**src/rtl/alu_74382_seq.sv**
```systemverilog
// Bit-slice sequencer: runs one WIDTH-bit operation on a narrow alu_74382 slice.
// Ports: clk/rst_n; req_* (valid/ready request); rsp_* (valid/ready response); busy; alu_* slice drive/return.
package alu_74382_pkg;
    localparam int ORIG_OPERAND_W = 4;
    localparam int SELECT_W       = 3;

    localparam logic [SELECT_W-1:0] OP_CLEAR   = 3'd0;
    localparam logic [SELECT_W-1:0] OP_B_SUB_A = 3'd1;
    localparam logic [SELECT_W-1:0] OP_A_SUB_B = 3'd2;
    localparam logic [SELECT_W-1:0] OP_ADD     = 3'd3;
    localparam logic [SELECT_W-1:0] OP_XOR     = 3'd4;
    localparam logic [SELECT_W-1:0] OP_OR      = 3'd5;
    localparam logic [SELECT_W-1:0] OP_AND     = 3'd6;
    localparam logic [SELECT_W-1:0] OP_PRESET  = 3'd7;
endpackage

module alu_74382_seq
    import alu_74382_pkg::*;
#(
    parameter int WIDTH   = 16,
    parameter int SLICE_W = ORIG_OPERAND_W
) (
    input  logic                clk,
    input  logic                rst_n,
    input  logic                req_valid,
    output logic                req_ready,
    input  logic [SELECT_W-1:0] req_op,
    input  logic [WIDTH-1:0]    req_a,
    input  logic [WIDTH-1:0]    req_b,
    input  logic                req_carry_in,
    output logic                rsp_valid,
    input  logic                rsp_ready,
    output logic [WIDTH-1:0]    rsp_result,
    output logic                rsp_carry_out,
    output logic                rsp_overflow,
    output logic                busy,
    output logic [SELECT_W-1:0] alu_sel,
    output logic                alu_carry_in,
    output logic [SLICE_W-1:0]  alu_port_a,
    output logic [SLICE_W-1:0]  alu_port_b,
    input  logic [SLICE_W-1:0]  alu_result,
    input  logic                alu_carry_out,
    input  logic                alu_overflow
);

    localparam int N     = WIDTH / SLICE_W;
    localparam int IDX_W = (N > 1) ? $clog2(N) : 1;

    typedef enum logic [1:0] {
        IDLE,
        RUN,
        DONE
    } state_t;

    state_t              state_q;
    state_t              state_d;
    logic [IDX_W-1:0]    idx_q;
    logic [SELECT_W-1:0] op_q;
    logic [WIDTH-1:0]    a_q;
    logic [WIDTH-1:0]    b_q;
    logic                cin_q;
    logic                carry_q;
    logic                last;
    logic                chain;

    assign last  = (idx_q == IDX_W'(N - 1));
    // Only the arithmetic ops ripple carry between slices.
    assign chain = (op_q == OP_ADD) || (op_q == OP_A_SUB_B) || (op_q == OP_B_SUB_A);

    assign req_ready = (state_q == IDLE);
    assign rsp_valid = (state_q == DONE);
    assign busy      = (state_q != IDLE);

    always_ff @(posedge clk or negedge rst_n) begin
        if (!rst_n) begin
            state_q <= IDLE;
        end else begin
            state_q <= state_d;
        end
    end

    always_comb begin
        state_d = state_q;
        unique case (state_q)
            IDLE: if (req_valid) state_d = RUN;
            RUN:  if (last) state_d = DONE;
            DONE: if (rsp_ready) state_d = IDLE;
            default: state_d = IDLE;
        endcase
    end

    always_comb begin
        alu_sel      = OP_CLEAR;
        alu_carry_in = 1'b0;
        alu_port_a   = '0;
        alu_port_b   = '0;
        if (state_q == RUN) begin
            alu_sel      = op_q;
            alu_carry_in = (idx_q != '0 && chain) ? carry_q : cin_q;
            for (int i = 0; i < N; i++) begin
                if (idx_q == IDX_W'(i)) begin
                    alu_port_a = a_q[i*SLICE_W +: SLICE_W];
                    alu_port_b = b_q[i*SLICE_W +: SLICE_W];
                end
            end
        end
    end

    always_ff @(posedge clk or negedge rst_n) begin
        if (!rst_n) begin
            idx_q         <= '0;
            op_q          <= OP_CLEAR;
            a_q           <= '0;
            b_q           <= '0;
            cin_q         <= 1'b0;
            carry_q       <= 1'b0;
            rsp_result    <= '0;
            rsp_carry_out <= 1'b0;
            rsp_overflow  <= 1'b0;
        end else begin
            if (state_q == IDLE && req_valid) begin
                op_q       <= req_op;
                a_q        <= req_a;
                b_q        <= req_b;
                cin_q      <= req_carry_in;
                carry_q    <= req_carry_in;
                rsp_result <= '0;
                idx_q      <= '0;
            end else if (state_q == RUN) begin
                for (int i = 0; i < N; i++) begin
                    if (idx_q == IDX_W'(i)) begin
                        rsp_result[i*SLICE_W +: SLICE_W] <= alu_result;
                    end
                end
                carry_q <= alu_carry_out;
                if (last) begin
                    idx_q         <= '0;
                    rsp_carry_out <= alu_carry_out;
                    rsp_overflow  <= alu_overflow;
                end else begin
                    idx_q <= idx_q + 1'b1;
                end
            end
        end
    end

endmodule

```
**config.mk**
```make
export PLATFORM = sky130hd
export DESIGN_NAME = alu_74382_seq
export DESIGN_NICKNAME = d
export VERILOG_FILES = /design/src/rtl/alu_74382_seq.sv
export SDC_FILE = /design/constraint.sdc
export NUM_CORES = 1
export LEC_CHECK = 0
export ABC_CLOCK_PERIOD_IN_PS = 1800
export CAP_MARGIN = 20
export CORE_ASPECT_RATIO = 1.75
export CORE_MARGIN = 4
export CORE_UTILIZATION = 47
export CTS_CLUSTER_DIAMETER = 150
export CTS_CLUSTER_SIZE = 12
export DETAILED_ROUTE_END_ITERATION = 6
export GPL_TIMING_DRIVEN = 0
export PLACE_DENSITY = 0.81
export RECOVER_POWER = 50
export SYNTH_ARGS = -nofsm -noshare
export SYNTH_HDL_FRONTEND = slang
export SYNTH_SLANG_ARGS = --single-unit
```
**constraint.sdc**
```tcl
create_clock -name clk -period 1.8 [get_ports clk]
set_input_delay 0.18 -clock clk [delete_from_list [all_inputs] [get_ports clk]]
set_output_delay 0.18 -clock clk [all_outputs]
set_load 0.03 [all_outputs]
```
==> out/qor.yml, run 1 <==
met2_usage_pct: 45.1
vias: 2321
finalInstanceArea_um2: 4300
die_width_um: 65.4
place_inst: 389
n_antenna_cell: 0
totalWireLength_um: 8160
clock_power_share_pct: 13.9
min_to: "state_q[1]"
grt_antenna_before_repair: 0
crit_path_end_kind: "primary output"
rows: 36
dr.pass1.iters: 5
synth_area_leaders: "dfrtp_1 54%, mux2_2 12%, nand3_1 4.2%"
rsz0062_at_grt: "yes"
crit_type: "reg2out"
hold_viol: 0
hold_depth: 2
min_period_ns: 2.17
fin_util_pct: 77.0
power_frac_comb_pct: 59.0
h-tree-depth: 3
instances_no_fill: 420
cp_data_arrival_time_ns: 1.99
synth_cells: 234
tightest_slew_ns: 1.03
yosysTopAreaCellShare_pct: 54.5
synth_fp_nets: 284
yosys.area.top_type: "dfrtp_1"
grt_pass1_wl_um: 12700
outcome: "finished with violations"
fp.dieArea_um2: 7100
initialDrtViolationCount: 194
clk_pin_slew_ns: 0.06
fmax_mhz: 461
setup_ws_ns: -0.369
min_path_type: "in2reg"
met3_usage_pct: 6.03
globalRouteOverflowTotal: 0
placed_area_um2: 3750
use_met1_pct: 25.2
swShare_pct: 42.1
cts_buffer_depth: 2
grt_max_degree: 41
clk_latency_ns: 0.34
leakagePower_nw: 1.81
reg2reg_slack_ns: -0.15
hpwl_um: 5300
place_congestion: 0.872
peakVddDrop_mv: 1.14
synth_edf_count: 0
io_pins: 79
ys_seq_area_share_pct: 54.5
hold_start: "rsp_ready"
cap_viol_max_count: 0
portBuffers: 78
intPower_mw: 5.28
route.detailed.drc: 0
post-route-period-util_pct: 120
reg2reg_to: "a_q[15]"
async_reset_ff_share_pct: 100
path_max_fanout: 6
setup_viol: 28
cts_root_buffer: "clkbuf_8"
power_density_nw_per_um2: 2120
power.switching_mw: 3.84
cp-start-kind: "flop"
cts_sinks: 59
drive_gt1_share_pct: 34.9
power_mw: 9.12
ys_warn_count: 0
ys_ff_latch: 59
cts_tree: "done"
worst_r2r_path_depth: 5
syn_area_um2: 2710
timing.final.max_slew_violations: 0
avgRoutedWirePerCell_um: 19.4
grt_pass1_vias: 2475
grtUsageTotal_pct: 24.9
final_nets: 389
initial_utilization_pct: 48.5
core_um2: 5590
violations: "negative setup slack"
numCtsBuffers: 9
slew_headroom_pct: 31.1
regToRegStartpoint: "state_q[0]"
grt-busiest-layer: "met2"
ant_nets: 0
synth-main-ff-cell: "dfrtp_1"
skew_ns: 0.00653
syn2layout_area_growth_pct: 58.7
die_y_um: 108
required_ns: 1.62
power_frac_seq_pct: 27.1
routed_via_density: 5.53
synth.distinct_cells: 28
postSynthAreaPerCell_um2: 11.6
## routing by layer
metal  vias to the layer above  share of wire (%)
met5                         -                  0
met4                         0                3.6
met3                        29                5.4
met2                       105                 57
met1                      1137                 34
li1                       1050                  -
## critical path, cell delays in order, from the launching register on
cell and delay (ns):
dfrtp_2 0.43, buf_6 0.13, ha_4 0.17, nor2b_4 0.13, buf_12 0.14, a221oi_4 0.07
o41ai_4 0.38, buf_6 0.18
## through the flow
stage | setup slack [ns] | setup TNS, ns | hold slack, ns
floorplan | -0.0128 | -0.0128 | -0.116
global placement | -1.25 | -79.74 | 0.470
detailed placement | -0.687 | -6.24 | 0.150
CTS | -0.338 | -2.69 | 0.320
global route | -0.438 | -7.01 | 0.414
finish | -0.369 | -4.18 | 0.399
## placed cells by master (no fill, tap or decap), types with 4 or more instances in the layout
master	netlist	layout
nand2_1	22	22
clkdlybuf4s50_1	0	62
o41ai_4	0	7
buf_4	4	20
mux2_1	7	7
a21oi_1	19	15
nand3_1	23	23
nor2b_1	10	8
buf_6	2	12
buf_2	8	4
dfrtp_1	59	57
a221oi_4	0	7
nand3b_1	4	4
mux2_2	30	30
clkbuf_8	0	12
## area by class of cell
| cell class | instances | area [um2] |
|---|---|---|
| flip-flops and latches | 59 | 1480 |
| inverters | 5 | 18.8 |
| fillers | 362 | 1280 |
| clock buffers | 12 | 165 |
| plain buffers | 17 | 164 |
| multi-input cells | 152 | 1420 |
| repair buffers | 95 | 908 |
| well taps | 76 | 95.1 |
| clock inverters | 4 | 47.5 |
## synth_stat cells (3+ instances only)
| master | n |
|---|---|
| dfrtp_1 | 59 |
| mux2_2 | 30 |
| nand3_1 | 23 |
| nand2_1 | 22 |
| a21oi_1 | 19 |
| nor2b_1 | 10 |
| buf_2 | 8 |
| a221oi_1 | 7 |
| mux2_1 | 7 |
| o41ai_1 | 7 |
| inv_1 | 5 |
| buf_4 | 4 |
| clkbuf_1 | 4 |
| ha_1 | 4 |
| nand3b_1 | 4 |
| and2_1 | 3 |
| o21ai_0 | 3 |
## how the worst max path moves through the flow
stage                   from       endpoint  slack [ns]
detailed placement  idx_q[0]  alu_port_b[2]       -0.69
global placement       rst_n  rsp_result[4]       -1.25
global route        idx_q[0]  alu_port_a[0]       -0.44
CTS                 idx_q[1]  alu_port_a[3]       -0.34
floorplan           idx_q[0]  alu_port_a[0]       -0.01
finish              idx_q[0]  alu_port_a[0]       -0.37
## state kept, by name, summed over array words and instances (netlist names), 2 cells and up
signal and count:
b_q 16, a_q 16, op_q 3, state_q 2, idx_q 2, rsp_result 16
## kinds of logic (layout without fill, tap and decap cells)
group | count (synthesis) | in the layout | share of synthesized area, %
compound gates | 41 | 41 | 10.1
fa+ha+maj | 4 | 4 | 1.85
simple gates | 70 | 70 | 13.6
flops | 59 | 59 | 54.5
buf+inv | 23 | 133 | 4.66
mux | 37 | 37 | 15.4
## power by group through the flow
stage                     clock network [mW]  logic (mW)  registers (mW)
after global placement                     0        4.28            2.33
after global routing                    1.35        5.71            2.54
after detailed placement                   0        4.37            2.37
final                                   1.26        5.39            2.47
after CTS                               1.29        5.01            2.45
after floorplan                            0        2.63            2.61
## timing repair
action	4_1_cts	5_1_grt
buffers inserted	9	6
hold buffers	1	0
pin swaps	8	11
hold endpoints to repair	19	0
resized for setup	125	16
endpoints found under the setup margin	15	12
Note: power is estimated with default switching activity, not from simulation.
==> run 2, diff against run 1 <==
--- a/config.mk
+++ b/config.mk
@@ -5,9 +5,9 @@
 export SDC_FILE = /design/constraint.sdc
 export NUM_CORES = 1
 export LEC_CHECK = 0
-export ABC_CLOCK_PERIOD_IN_PS = 1800
+export ABC_CLOCK_PERIOD_IN_PS = 2300
 export CAP_MARGIN = 20
-export CORE_ASPECT_RATIO = 1.75
+export CORE_ASPECT_RATIO = 0.5
 export CORE_MARGIN = 4
 export CORE_UTILIZATION = 47
 export CTS_CLUSTER_DIAMETER = 150
==> constraint.sdc (replaced) <==
create_clock -name clk -period 2.3 [get_ports clk]
set_input_delay 0.23 -clock clk [delete_from_list [all_inputs] [get_ports clk]]
set_output_delay 0.23 -clock clk [all_outputs]
set_load 0.03 [all_outputs]
==> out/qor.yml, run 2 (same netlist as run 1, synthesis figures left out) <==
outcome: "finished with violations"
violations: "max-capacitance violations, max-slew violations, negative setup slack"
regToRegStartpoint: "state_q[0]"
fillers: 386
vias: 2406
syn2layout_area_growth_pct: 51.2
crit_path_end_kind: "primary output"
fp.dieArea_um2: 7120
hpwl_um: 5230
top_regs: "a_q (16), b_q (16), rsp_result (16)"
globalRouteOverflowTotal: 0
power_density_nw_per_um2: 1650
grt-busiest-layer: "met2"
ant_nets: 0
finalInstanceArea_um2: 4100
worst_r2r_path_depth: 5
io_pins: 79
grt_pass1_wl_um: 11900
grt_max_degree: 35
cap_viol_max_count: 1
skew_ns: 0.00388
placed_area_um2: 3650
cts_root_buffer: "clkbuf_16"
cp_data_arrival_time_ns: 2.12
die_y_um: 61.7
cts_tree: "done"
route.detailed.drc: 0
met3_usage_pct: 7.74
die_width_um: 115
timing.final.max_slew_violations: 34
reg2reg_to: "op_q[2]"
final_cell_mix: "65 x clkdlybuf4s50_1, 58 x dfrtp_1, 30 x mux2_2, 23 x buf_4, 23 x nand3_1"
initialDrtViolationCount: 167
peakVddDrop_mv: 0.852
rows: 19
cp-start-kind: "flop"
numCtsBuffers: 9
slew_headroom_pct: -28.6
leakagePower_nw: 1.77
tightest_slew_ns: 1.93
required_ns: 2.07
initial_utilization_pct: 48.9
grt_pass1_vias: 2391
reg2reg_slack_ns: 0.64
use_met1_pct: 27.3
setup_viol: 3
clk_pin_slew_ns: 0.05
dp_slack_ns: -0.251
path_max_fanout: 7
cts_sinks: 59
crit_type: "reg2out"
fin_util_pct: 74.0
totalWireLength_um: 8310
dr.pass1.iters: 4
met2_usage_pct: 37.6
whs_ns: 0.435
setup_tns_ns: -0.0762
place_congestion: 0.845
core_um2: 5540
avgRoutedWirePerCell_um: 20.1
post-route-period-util_pct: 102
min_path_type: "in2async"
clk_latency_ns: 0.32
setup_ws_ns: -0.0513
hold_viol: 0
power_mw: 6.75
min_period_ns: 2.35
drive_gt1_share_pct: 30.9
h-tree-depth: 3
final_common_cell: "clkdlybuf4s50_1"
instances_no_fill: 414
grtUsageTotal_pct: 22.5
portBuffers: 78
cts_buffer_depth: 2
fmax_mhz: 425
grt_antenna_before_repair: 1
place_inst: 386
routed_via_density: 5.81
final_nets: 386
## run 2: cell count changes in the layout (fill, tap and decap cells not counted), sizes merged
cell	change
clkbuf	-2
clkdlybuf4s50	+3
bufinv	-1
diode	+1
clkinvlp	-1
dlygate4sd3	-1
clkinv	+1
buf	-3
## run 2: power breakdown
part	total [mW]	switching, mW	internal [mW]
registers	1.90	0.352	1.55
clock network	1.19	0.449	0.745
logic	3.66	2.01	1.64
total	6.75	2.82	3.94
## run 2: how the worst max path moves through the flow
stage | to | slack [ns] | from
floorplan | alu_port_a[0] | 0.28 | idx_q[0]
global placement | a_q[0] | -0.73 | rst_n
detailed placement | alu_port_b[3] | -0.25 | idx_q[0]
CTS | alu_port_b[1] | 0.002 | idx_q[0]
global route | alu_port_b[3] | -0.1 | idx_q[0]
finish | alu_port_b[3] | -0.05 | idx_q[1]
## run 2: metal layers
layer | part of all wire, % | wire (um) | up-vias
met3 | 7.0 | 580 | 36
met2 | 52 | 4280 | 111
met5 | 0 | 0 | -
met1 | 38 | 3140 | 1213
li1 | - | - | 1046
met4 | 3.6 | 300 | 0
## run 2: repair_timing
item	CTS	global route
setup buffers	0	13
hold buffers	0	0
gates cloned	0	0
pin swaps	3	3
resized for setup	73	23
endpoints found under the hold margin	0	0
setup endpoints to repair	12	9
## run 2: layout make-up
cell class / count / area, um2 / share of cell area, %
Buffer: 18 / 128 / 3.11
Tap cell: 73 / 91.3 / 2.23
Timing Repair Buffer: 91 / 868 / 21.2
Antenna cell: 1 / 2.50 / 0.0610
Clock buffer: 12 / 246 / 6.01
Multi-Input combinational cell: 152 / 1250 / 30.5
Clock inverter: 3 / 15.0 / 0.366
Inverter: 5 / 18.8 / 0.458
Sequential cell: 59 / 1480 / 36.0
## run 2: worst max-delay path: stages, from the launching register on
cell and delay [ns]:
dfrtp_1 0.42, inv_2 0.09, buf_4 0.15, ha_4 0.18
nor2b_4 0.12, buf_6 0.15, a221oi_2 0.08, o41ai_2 0.38
buf_4 0.23
